**src/rtl/mem_pkg.sv**
```systemverilog
// rtl/mem_pkg.sv - shared constants, FSM state type and lane helpers for the MEM-stage access engine
package mem_pkg;

    localparam logic [1:0] TRUNK_WORD = 2'b00;
    localparam logic [1:0] TRUNK_HALF = 2'b01;
    localparam logic [1:0] TRUNK_BYTE = 2'b10;

    typedef logic [1:0] mem_state_t;

    localparam mem_state_t ST_IDLE = 2'd0;
    localparam mem_state_t ST_BUSY = 2'd1;
    localparam mem_state_t ST_DONE = 2'd2;

    // trunk 2'b11 falls through to the word case everywhere
    function automatic logic [3:0] byte_enable(input logic [1:0] trunk, input logic [1:0] offset);
        case (trunk)
            TRUNK_HALF: byte_enable = 4'b0011 << offset;
            TRUNK_BYTE: byte_enable = 4'b0001 << offset;
            default:    byte_enable = 4'b1111;
        endcase
    endfunction

    function automatic logic is_misaligned(input logic [1:0] trunk, input logic [1:0] offset);
        case (trunk)
            TRUNK_HALF: is_misaligned = offset[0];
            TRUNK_BYTE: is_misaligned = 1'b0;
            default:    is_misaligned = (offset != 2'b00);
        endcase
    endfunction

    // Replicating the low lanes lets byte enables alone pick the target lane
    function automatic logic [31:0] store_data(input logic [1:0] trunk, input logic [31:0] data);
        case (trunk)
            TRUNK_HALF: store_data = {2{data[15:0]}};
            TRUNK_BYTE: store_data = {4{data[7:0]}};
            default:    store_data = data;
        endcase
    endfunction

endpackage

```
**src/rtl/mem_load_align.sv**
```systemverilog
// rtl/mem_load_align.sv - load lane select and extension (macro MEM_SIGN_EXT_EN selects sign extension)
// Ports:
//   rdata_i  [31:0]  raw data-memory read word
//   offset_i [1:0]   byte offset of the access (little-endian lane)
//   trunk_i  [1:0]   access width: word / half / byte (2'b11 = word)
//   data_o   [31:0]  aligned, extended load value
module mem_load_align
    import mem_pkg::*;
(
    input  logic [31:0] rdata_i,
    input  logic [1:0]  offset_i,
    input  logic [1:0]  trunk_i,
    output logic [31:0] data_o
);

    logic [7:0]  lane_b;
    logic [15:0] lane_h;

    always_comb begin
        lane_b = 8'h00;
        case (offset_i)
            2'd0:    lane_b = rdata_i[7:0];
            2'd1:    lane_b = rdata_i[15:8];
            2'd2:    lane_b = rdata_i[23:16];
            default: lane_b = rdata_i[31:24];
        endcase
    end

    assign lane_h = offset_i[1] ? rdata_i[31:16] : rdata_i[15:0];

    always_comb begin
        data_o = rdata_i;
        case (trunk_i)
`ifdef MEM_SIGN_EXT_EN
            TRUNK_HALF: data_o = {{16{lane_h[15]}}, lane_h};
            TRUNK_BYTE: data_o = {{24{lane_b[7]}}, lane_b};
`else
            TRUNK_HALF: data_o = {16'h0000, lane_h};
            TRUNK_BYTE: data_o = {24'h000000, lane_b};
`endif
            default:    data_o = rdata_i;
        endcase
    end

endmodule

```
**src/rtl/mem_access_unit.sv**
```systemverilog
// rtl/mem_access_unit.sv - MEM-stage req/ack data-memory access engine with MEM/WB register (macro MEM_SIGN_EXT_EN)
// Ports:
//   clk, rst_n                      clock, async active-low reset
//   MemRead_MEM/MemWrite_MEM        access request from EX/MEM (both set = store)
//   trunkMode_MEM [1:0]             00 word, 01 half, 10 byte, 11 word
//   ALU_result_MEM/Read_Data_2_MEM  address / store data
//   RegWrite_MEM/MemToReg_MEM/Write_register_MEM  writeback controls
//   dmem_*                          data-memory req/ack port
//   stall                           freezes front of pipeline (combinational)
//   *_WB                            registered MEM/WB outputs
//   misaligned                      one-cycle pulse; bus_error sticky until reset
module mem_access_unit
    import mem_pkg::*;
#(
    parameter int TIMEOUT_CYCLES = 16
) (
    input  logic        clk,
    input  logic        rst_n,
    input  logic        MemRead_MEM,
    input  logic        MemWrite_MEM,
    input  logic [1:0]  trunkMode_MEM,
    input  logic [31:0] ALU_result_MEM,
    input  logic [31:0] Read_Data_2_MEM,
    input  logic        RegWrite_MEM,
    input  logic        MemToReg_MEM,
    input  logic [4:0]  Write_register_MEM,
    output logic        dmem_req,
    output logic        dmem_we,
    output logic [31:0] dmem_addr,
    output logic [31:0] dmem_wdata,
    output logic [3:0]  dmem_be,
    input  logic [31:0] dmem_rdata,
    input  logic        dmem_ack,
    output logic        stall,
    output logic [31:0] Read_data_WB,
    output logic [31:0] ALU_result_WB,
    output logic        RegWrite_WB,
    output logic        MemToReg_WB,
    output logic [4:0]  Write_register_WB,
    output logic        misaligned,
    output logic        bus_error
);

    localparam int CNT_W = (TIMEOUT_CYCLES > 1) ? $clog2(TIMEOUT_CYCLES) : 1;
    localparam logic [CNT_W-1:0] CNT_LAST = CNT_W'(TIMEOUT_CYCLES - 1);

    mem_state_t        state_q, state_d;
    logic [CNT_W-1:0]  cnt_q, cnt_d;
    logic              req_q, req_d;
    logic              we_q, we_d;
    logic [31:0]       addr_q, addr_d;
    logic [31:0]       wdata_q, wdata_d;
    logic [3:0]        be_q, be_d;
    logic [31:0]       ldata_q, ldata_d;
    logic              tmo_q, tmo_d;
    logic              mis_q, mis_d;
    logic              berr_q, berr_d;
    logic [31:0]       wb_rdata_q, wb_rdata_d;
    logic [31:0]       wb_alu_q, wb_alu_d;
    logic              wb_rw_q, wb_rw_d;
    logic              wb_m2r_q, wb_m2r_d;
    logic [4:0]        wb_wreg_q, wb_wreg_d;

    logic              access;
    logic              access_mis;
    logic              start;
    logic [31:0]       load_aligned;

    assign access     = MemRead_MEM | MemWrite_MEM;
    assign access_mis = access & is_misaligned(trunkMode_MEM, ALU_result_MEM[1:0]);
    assign start      = (state_q == ST_IDLE) & access & ~access_mis;

    // EX/MEM is frozen during BUSY, so the live address offset and trunk
    // still describe the outstanding access when the ack arrives.
    mem_load_align u_load_align (
        .rdata_i  (dmem_rdata),
        .offset_i (ALU_result_MEM[1:0]),
        .trunk_i  (trunkMode_MEM),
        .data_o   (load_aligned)
    );

    assign stall = start | (state_q == ST_BUSY);

    always_comb begin
        state_d    = state_q;
        cnt_d      = cnt_q;
        req_d      = req_q;
        we_d       = we_q;
        addr_d     = addr_q;
        wdata_d    = wdata_q;
        be_d       = be_q;
        ldata_d    = ldata_q;
        tmo_d      = tmo_q;
        mis_d      = 1'b0;
        berr_d     = berr_q;
        wb_rdata_d = wb_rdata_q;
        wb_alu_d   = wb_alu_q;
        wb_rw_d    = wb_rw_q;
        wb_m2r_d   = wb_m2r_q;
        wb_wreg_d  = wb_wreg_q;

        case (state_q)
            ST_IDLE: begin
                wb_rdata_d = 32'h0;
                if (start) begin
                    state_d   = ST_BUSY;
                    cnt_d     = '0;
                    req_d     = 1'b1;
                    we_d      = MemWrite_MEM;
                    addr_d    = {ALU_result_MEM[31:2], 2'b00};
                    be_d      = byte_enable(trunkMode_MEM, ALU_result_MEM[1:0]);
                    wdata_d   = store_data(trunkMode_MEM, Read_Data_2_MEM);
                    ldata_d   = 32'h0;
                    tmo_d     = 1'b0;
                    // the instruction retires from DONE; this slot is a bubble
                    wb_alu_d  = 32'h0;
                    wb_rw_d   = 1'b0;
                    wb_m2r_d  = 1'b0;
                    wb_wreg_d = 5'd0;
                end else if (access_mis) begin
                    mis_d     = 1'b1;
                    wb_alu_d  = 32'h0;
                    wb_rw_d   = 1'b0;
                    wb_m2r_d  = 1'b0;
                    wb_wreg_d = 5'd0;
                end else begin
                    wb_alu_d  = ALU_result_MEM;
                    wb_rw_d   = RegWrite_MEM;
                    wb_m2r_d  = MemToReg_MEM;
                    wb_wreg_d = Write_register_MEM;
                end
            end
            ST_BUSY: begin
                // an ack on the final counted cycle still wins over the timeout
                if (dmem_ack) begin
                    req_d   = 1'b0;
                    state_d = ST_DONE;
                    if (!we_q) begin
                        ldata_d = load_aligned;
                    end
                end else if (cnt_q == CNT_LAST) begin
                    req_d   = 1'b0;
                    berr_d  = 1'b1;
                    tmo_d   = 1'b1;
                    state_d = ST_DONE;
                end else begin
                    cnt_d = cnt_q + CNT_W'(1);
                end
            end
            ST_DONE: begin
                wb_rdata_d = ldata_q;
                wb_alu_d   = ALU_result_MEM;
                wb_rw_d    = RegWrite_MEM & ~tmo_q;
                wb_m2r_d   = MemToReg_MEM;
                wb_wreg_d  = Write_register_MEM;
                cnt_d      = '0;
                state_d    = ST_IDLE;
            end
            default: begin
                state_d = ST_IDLE;
                req_d   = 1'b0;
            end
        endcase
    end

    always_ff @(posedge clk or negedge rst_n) begin
        if (!rst_n) begin
            state_q    <= ST_IDLE;
            cnt_q      <= '0;
            req_q      <= 1'b0;
            we_q       <= 1'b0;
            addr_q     <= 32'h0;
            wdata_q    <= 32'h0;
            be_q       <= 4'h0;
            ldata_q    <= 32'h0;
            tmo_q      <= 1'b0;
            mis_q      <= 1'b0;
            berr_q     <= 1'b0;
            wb_rdata_q <= 32'h0;
            wb_alu_q   <= 32'h0;
            wb_rw_q    <= 1'b0;
            wb_m2r_q   <= 1'b0;
            wb_wreg_q  <= 5'd0;
        end else begin
            state_q    <= state_d;
            cnt_q      <= cnt_d;
            req_q      <= req_d;
            we_q       <= we_d;
            addr_q     <= addr_d;
            wdata_q    <= wdata_d;
            be_q       <= be_d;
            ldata_q    <= ldata_d;
            tmo_q      <= tmo_d;
            mis_q      <= mis_d;
            berr_q     <= berr_d;
            wb_rdata_q <= wb_rdata_d;
            wb_alu_q   <= wb_alu_d;
            wb_rw_q    <= wb_rw_d;
            wb_m2r_q   <= wb_m2r_d;
            wb_wreg_q  <= wb_wreg_d;
        end
    end

    assign dmem_req          = req_q;
    assign dmem_we           = we_q;
    assign dmem_addr         = addr_q;
    assign dmem_wdata        = wdata_q;
    assign dmem_be           = be_q;
    assign Read_data_WB      = wb_rdata_q;
    assign ALU_result_WB     = wb_alu_q;
    assign RegWrite_WB       = wb_rw_q;
    assign MemToReg_WB       = wb_m2r_q;
    assign Write_register_WB = wb_wreg_q;
    assign misaligned        = mis_q;
    assign bus_error         = berr_q;

endmodule
```
**config.mk**
```make
export PLATFORM = sky130hd
export DESIGN_NAME = mem_access_unit
export DESIGN_NICKNAME = d
export VERILOG_FILES = /design/src/rtl/mem_pkg.sv /design/src/rtl/mem_load_align.sv /design/src/rtl/mem_access_unit.sv
export SDC_FILE = /design/constraint.sdc
export NUM_CORES = 1
export LEC_CHECK = 0
export ABC_AREA = 1
export CAP_MARGIN = 20
export CORE_UTILIZATION = 25
export DETAILED_ROUTE_END_ITERATION = 6
export PLACE_DENSITY = 0.59
export SLEW_MARGIN = 0
export SYNTH_ARGS = -nofsm -noshare
export SYNTH_HDL_FRONTEND = slang
export SYNTH_SLANG_ARGS = --single-unit
```
**constraint.sdc**
```tcl
create_clock -name clk -period 2.22 [get_ports clk]
set_input_delay 0.444 -clock clk [delete_from_list [all_inputs] [get_ports clk]]
set_output_delay 0.444 -clock clk [all_outputs]
set_load 0.005 [all_outputs]
```
==> flow_metrics.tcl, run 1 <==
set metrics [dict create \
    timing.rr.start "cnt_q[0]" \
    p_int_mw 9.18 \
    grt_pass1_vias 6974 \
    crit_required_ns 1.78 \
    syn_inst 926 \
    tightest_slew_ns 0.692 \
    endpoint "stall" \
    async_flop_share_pct 100 \
    drt.antenna.violating_nets 0 \
    dr_total_vias 7038 \
    wire_per_inst_um 16.1 \
    core_area_um2 30700 \
    root_buffer "clkbuf_16" \
    overflow 0 \
    yosys_warnings 0 \
    rows 64 \
    synth_area_leaders "dfrtp_1 (57%), nand2_1 (16%), o21ai_0 (5.3%)" \
    p_clk_share_pct 23.7 \
    final_common_cell "nand2_1" \
    worstPathArrival_ns 1.64 \
    finalClockSkew_ns 0.0170 \
    hold_viol 0 \
    setup_violations 0 \
    power_density_nw_per_um2 1210 \
    grt_use_total_pct 16.3 \
    numClockSinks 180 \
    antenna_found_initial 4 \
    io_pins 254 \
    yosysTopAreaCell "dfrtp_1" \
    grt_use_met1_pct 20.8 \
    clk_pin_slew_worst_paths_ns 0.08 \
    cts_tree "done" \
    routed_wl_um 25700 \
    crit_type "in -> out" \
    use_met2_pct 26.4 \
    fp.dieH_um 179 \
    synth-edff-count 0 \
    mostFrequentLayoutCells "nand2_1 (339), clkdlybuf4s50_1 (246), dfrtp_1 (179)" \
    drt_iter0_drc 451 \
    worstSetupStartpoint "ALU_result_MEM[1]" \
    grt_max_degree 69 \
    rsz0062_at_grt "no" \
    p_comb_share_pct 39.9 \
    power.share.sequential_pct 36.4 \
    grt_pass1_wl_um 40600 \
    rrSetupSlack_ns 0.51 \
    violations "design-rule violations" \
    synth_top_area_share_pct 57.3 \
    pre_cts_ws_ns -0.502 \
    htree_num_levels 4 \
    cts.path.max_buffers 2 \
    final.min_clock_period_ns 2.09 \
    min_period_over_period_pct 94.0 \
    port_buffers 251 \
    vdd_drop_max_mv 0.951 \
    status "finished, violations left" \
    nets 1297 \
    place_congestion 0.912 \
    dieArea_um2 32200 \
    reg2reg_depth 7 \
    drc_errors 32 \
    slew_violations 0 \
    ys_types 32 \
    finalSetupTns_ns 0 \
    drv_cap 0 \
    cts_buffers 17 \
    final_area_um2 11700 \
    yosysSeqAreaShare_pct 57.3 \
    first_pass_iters 6 \
    dpl.hpwl_um 18600 \
    syn_avg_cell_area_um2 8.50 \
    p_sw_share_pct 35.1 \
    netlist_area_um2 7870 \
    min_path_type "in -> async" \
    end_kind "output port" \
    grt.busiest_layer "met2" \
    placed_area_um2 11000 \
    syn_to_final_growth_pct 48.1 \
    setup_ws_ns 0.133 \
    hold_ws_ns 0.413 \
    clock_latency_ns 0.45 \
    critPathLaunchType "primary input" \
    viasPerCell 4.41 \
    ys_ff_latch 180 \
    start_util_pct 25.6 \
    grtUsageMet3_pct 4.05 \
    drive_gt1_share_pct 8.69 \
    crit_fanout 2 \
    p_leak_nw 5.49 \
    r2r_end "cnt_q[1]" \
    power.net_switching_mw 4.96 \
    dieWidth_um 179 \
    fmax_mhz 479 \
    ys.flop_type "dfrtp_1" \
    relSlewSlack_pct 53.8 \
]
[timing repair]
item / in CTS / in global routing
setup buffers: 0 / 0
resized for setup: 11 / 1
pin swaps: 1 / 0
hold endpoints to repair: 14 / 0
setup endpoints to repair: 1 / 1
hold buffers: 1 / 0
cloned: 0 / 0
[layout make-up]
| type | instances | area [um^2] |
|---|---|---|
| diodes | 3 | 7.51 |
| clock buffers | 18 | 429 |
| clock inverters | 14 | 210 |
| fillers | 3146 | 19100 |
| inverters | 62 | 235 |
| multi-input cells | 635 | 2890 |
| flip-flops and latches | 180 | 4510 |
| well taps | 396 | 495 |
| repair buffers | 288 | 2880 |
[worst max-delay path: stages]
cell and delay, ns:
clkdlybuf4s50_1 0.54, inv_2 0.06, nand2_2 0.09, nand3_4 0.09, nand2_4 0.07, nand2_2 0.07, dlygate4sd2_1 0.27
[flip-flops by register name, summed over array words and instances (netlist names), 2 cells and up]
register           count
ALU_result_WB         32
Read_data_WB          32
Write_register_WB      5
cnt_q                  4
dmem_addr             30
dmem_be                4
dmem_wdata            32
ldata_q               32
state_q                2
[Yosys cell counts, types with 4 or more instances]
| cell | instances |
|---|---|
| o21ai_2 | 4 |
| o21ai_0 | 83 |
| nor2_1 | 52 |
| a21oi_1 | 7 |
| o211ai_1 | 11 |
| nand2_2 | 4 |
| nand2_1 | 342 |
| nand3_1 | 75 |
| buf_6 | 4 |
| clkbuf_1 | 14 |
| buf_4 | 11 |
| nand4_1 | 5 |
| inv_2 | 8 |
| buf_2 | 18 |
| o31ai_1 | 4 |
| nor3_1 | 9 |
| or2_2 | 6 |
| o21ai_1 | 10 |
| dfrtp_1 | 180 |
| a22o_1 | 8 |
| inv_1 | 53 |
[worst min-delay path by stage]
stage                       end  slack, ns  start  depth (start not counted)
3_5_place_dp        ldata_q[12]       0.32  rst_n                          1
2_1_floorplan  ALU_result_WB[0]       0.15  rst_n                          0
5_1_grt              dmem_be[2]       0.41  rst_n                          2
6_report             dmem_be[2]       0.41  rst_n                          2
4_1_cts         Read_data_WB[8]       0.39  rst_n                          2
3_3_place_gp        ldata_q[12]       0.32  rst_n                          1
[cells by family (layout without fill, tap and decap cells)]
family          count (synthesis)  count (layout)  share of synthesized area, %
fa+ha+maj                       3               3                         0.477
buf+inv                       112             382                          6.57
compound gates                130             130                          9.40
flops                         180             180                          57.3
simple gates                  500             500                          26.3
other cells                     1               5                        0.0477
[metal layers]
| layer | wire length, um | vias up |
|---|---|---|
| met4 | 585 | 2 |
| li1 | - | 3480 |
| met1 | 11300 | 3297 |
| met2 | 12400 | 221 |
| met3 | 1450 | 38 |
| met5 | 17 | - |
[power groups by stage]
| stage | combinational (mW) | clock (mW) | sequential, mW |
|---|---|---|---|
| 2_1_floorplan | 2.44 | 0 | 5.17 |
| 3_3_place_gp | 5.67 | 0 | 5.17 |
| 3_5_place_dp | 5.74 | 0 | 5.17 |
| 4_1_cts | 5.76 | 3.46 | 5.15 |
| 5_1_grt | 6.22 | 3.57 | 5.29 |
| 6_report | 5.65 | 3.36 | 5.14 |
[through the flow]
stage	util, %	instances	total power [mW]
5_1_grt	37.9	1595	15.1
3_3_place_gp	35.6	1560	10.8
6_report	37.9	1596	14.1
4_1_cts	37.9	1593	14.4
2_1_floorplan	-	927	7.60
3_5_place_dp	35.6	1560	10.9
No activity file was read; power rests on OpenSTA's default activity.
==> inputs of run 2 (changes only) <==
--- a/config.mk
+++ b/config.mk
@@ -7,9 +7,10 @@
 export LEC_CHECK = 0
 export ABC_AREA = 1
 export CAP_MARGIN = 20
-export CORE_UTILIZATION = 25
+export CORE_ASPECT_RATIO = 1.25
+export CORE_UTILIZATION = 30
 export DETAILED_ROUTE_END_ITERATION = 6
-export PLACE_DENSITY = 0.59
+export PLACE_DENSITY = 0.66
 export SLEW_MARGIN = 0
 export SYNTH_ARGS = -nofsm -noshare
 export SYNTH_HDL_FRONTEND = slang
==> run 2 against run 1 <==
Compared with the run above:
- the run now ends clean
- count of clock-buffer cells in the layout rose by 1
- via count rose by 1.6%
- utilization rose by 7.7 points
- combinational power fell by 1%
- sequential power barely moved
- clock power rose by 2%
- total power barely moved
- cell area barely moved
==> flow_metrics.tcl, run 2 (synthesis results as in run 1) <==
set metrics [dict create \
    dr_total_vias 7151 \
    antenna_found_initial 3 \
    critPathLaunchType "primary input" \
    crit_type "in -> out" \
    root_buffer "clkbuf_16" \
    vdd_drop_max_mv 0.536 \
    grt_pass1_vias 6956 \
    drv_cap 0 \
    finish.utilization_pct 45.6 \
    setup_violations 0 \
    tightest_slew_ns 0.656 \
    status "finished clean" \
    worstPathArrival_ns 1.62 \
    r2r_end "cnt_q[3]" \
    fmax_mhz 485 \
    p_leak_nw 5.53 \
    dieWidth_um 147 \
    hold_viol 0 \
    end_kind "output port" \
    pre_cts_ws_ns -0.384 \
    cts_tree "done" \
    fp.dieH_um 183 \
    crit_required_ns 1.78 \
    rows 65 \
    mostFrequentLayoutCells "nand2_1 (341), clkdlybuf4s50_1 (247), dfrtp_1 (179)" \
    io_pins 254 \
    overflow 0 \
    min_path_type "in -> async" \
    final_common_cell "nand2_1" \
    drc_errors 0 \
    crit_fanout 2 \
    clock_latency_ns 0.44 \
    routed_wl_um 24600 \
    drive_gt1_share_pct 8.84 \
    min_period_over_period_pct 92.9 \
    dpl.hpwl_um 17600 \
    numClockSinks 180 \
    slew_violations 0 \
    grt_pass1_wl_um 39100 \
    cts.path.max_buffers 2 \
    power_density_nw_per_um2 1210 \
    rsz0062_at_grt "no" \
    grt_max_degree 66 \
    drt.antenna.violating_nets 0 \
    viasPerCell 4.65 \
    rrSetupSlack_ns 0.45 \
    drt_iter0_drc 385 \
    syn_to_final_growth_pct 48.1 \
    setup_ws_ns 0.158 \
    cts_setup_buffers 0 \
    core_area_um2 25500 \
    cts_buffers 17 \
    final.min_clock_period_ns 2.06 \
    fillers 2479 \
    nets 1299 \
    htree_num_levels 4 \
    relSlewSlack_pct 56.2 \
    start_util_pct 30.8 \
    place_congestion 0.815 \
    grt_use_total_pct 18.7 \
    port_buffers 251 \
    reg2reg_depth 9 \
    first_pass_iters 4 \
    timing.rr.start "state_q[1]" \
    finalClockSkew_ns 0.00975 \
    clk_pin_slew_worst_paths_ns 0.06 \
    wire_per_inst_um 16.0 \
    holdBufCountCts 0 \
    dieArea_um2 26900 \
]
-- run 2: changes by cell type in the layout (fill, tap and decap cells not counted), moves of 2 or more --
cell           delta
nand2_1           +2
buf_12            +4
clkinv_2          +2
inv_6             -3
dlygate4sd2_1     -2
-- run 2: what timing repair did --
action | 4_1_cts | 5_1_grt
endpoints found under the setup margin | 1 | 3
gates resized for setup | 8 | 1
hold endpoints to repair | 0 | 0
-- run 2: where the power goes --
part / internal, mW / switching, mW / leakage, nW
logic: 2.77 / 2.80 / 2.86
clock network: 2.08 / 1.35 / 0.331
registers: 4.48 / 0.650 / 2.35
-- run 2: worst max path at each step --
stage                  to  cells after the start  slack (ns)              start
floorplan           stall                      9        0.34   trunkMode_MEM[0]
global placement    stall                      9       -0.40   trunkMode_MEM[0]
detailed placement  stall                      9       -0.38   trunkMode_MEM[0]
CTS                 stall                      9        0.01   trunkMode_MEM[1]
global route        stall                      7        0.10  ALU_result_MEM[0]
finish              stall                      7        0.16       MemWrite_MEM
-- run 2: layout make-up --
class                           instances  area, um^2  area share (%)
Multi-Input combinational cell        635        2870            24.6
Sequential cell                       180        4510            38.7
Timing Repair Buffer                  290        2950            25.3
Antenna cell                            3        7.51          0.0644
Inverter                               62         235            2.02
Clock inverter                         13         215            1.85
Tap cell                              335         419            3.60
Clock buffer                           19         453            3.89
-- run 2: critical path, stage by stage --
cell,delay (ns)
clkdlybuf4s50_1,0.49
nor2_1,0.06
buf_4,0.15
nor2_2,0.14
nand2_4,0.06
nand2_1,0.06
clkdlybuf4s15_2,0.22
-- run 2: metal layers --
metal | wire length (um) | global-route usage (%) | share of wire [%] | vias to the layer above
li1 | - | - | - | 3485
met1 | 10800 | 24.6 | 44 | 3398
met2 | 11800 | 29.8 | 48 | 232
met3 | 1250 | 3.51 | 5.1 | 36
met4 | 722 | 8.71 | 2.9 | 0
met5 | 0 | 0 | 0 | -
-- run 2: metrics by stage --
stage	instance area (um^2)	std cells	total power [mW]	hold WS [ns]	TNS, ns
detailed placement	11000	1502	10.8	0.464	-36.28
floorplan	7870	927	7.60	0.148	0
finish	11700	1537	14.1	0.00463	0
global placement	11000	1502	10.7	0.450	-37.25
CTS	11600	1534	14.3	0.0184	0
global route	11700	1537	15.0	0.0389	0
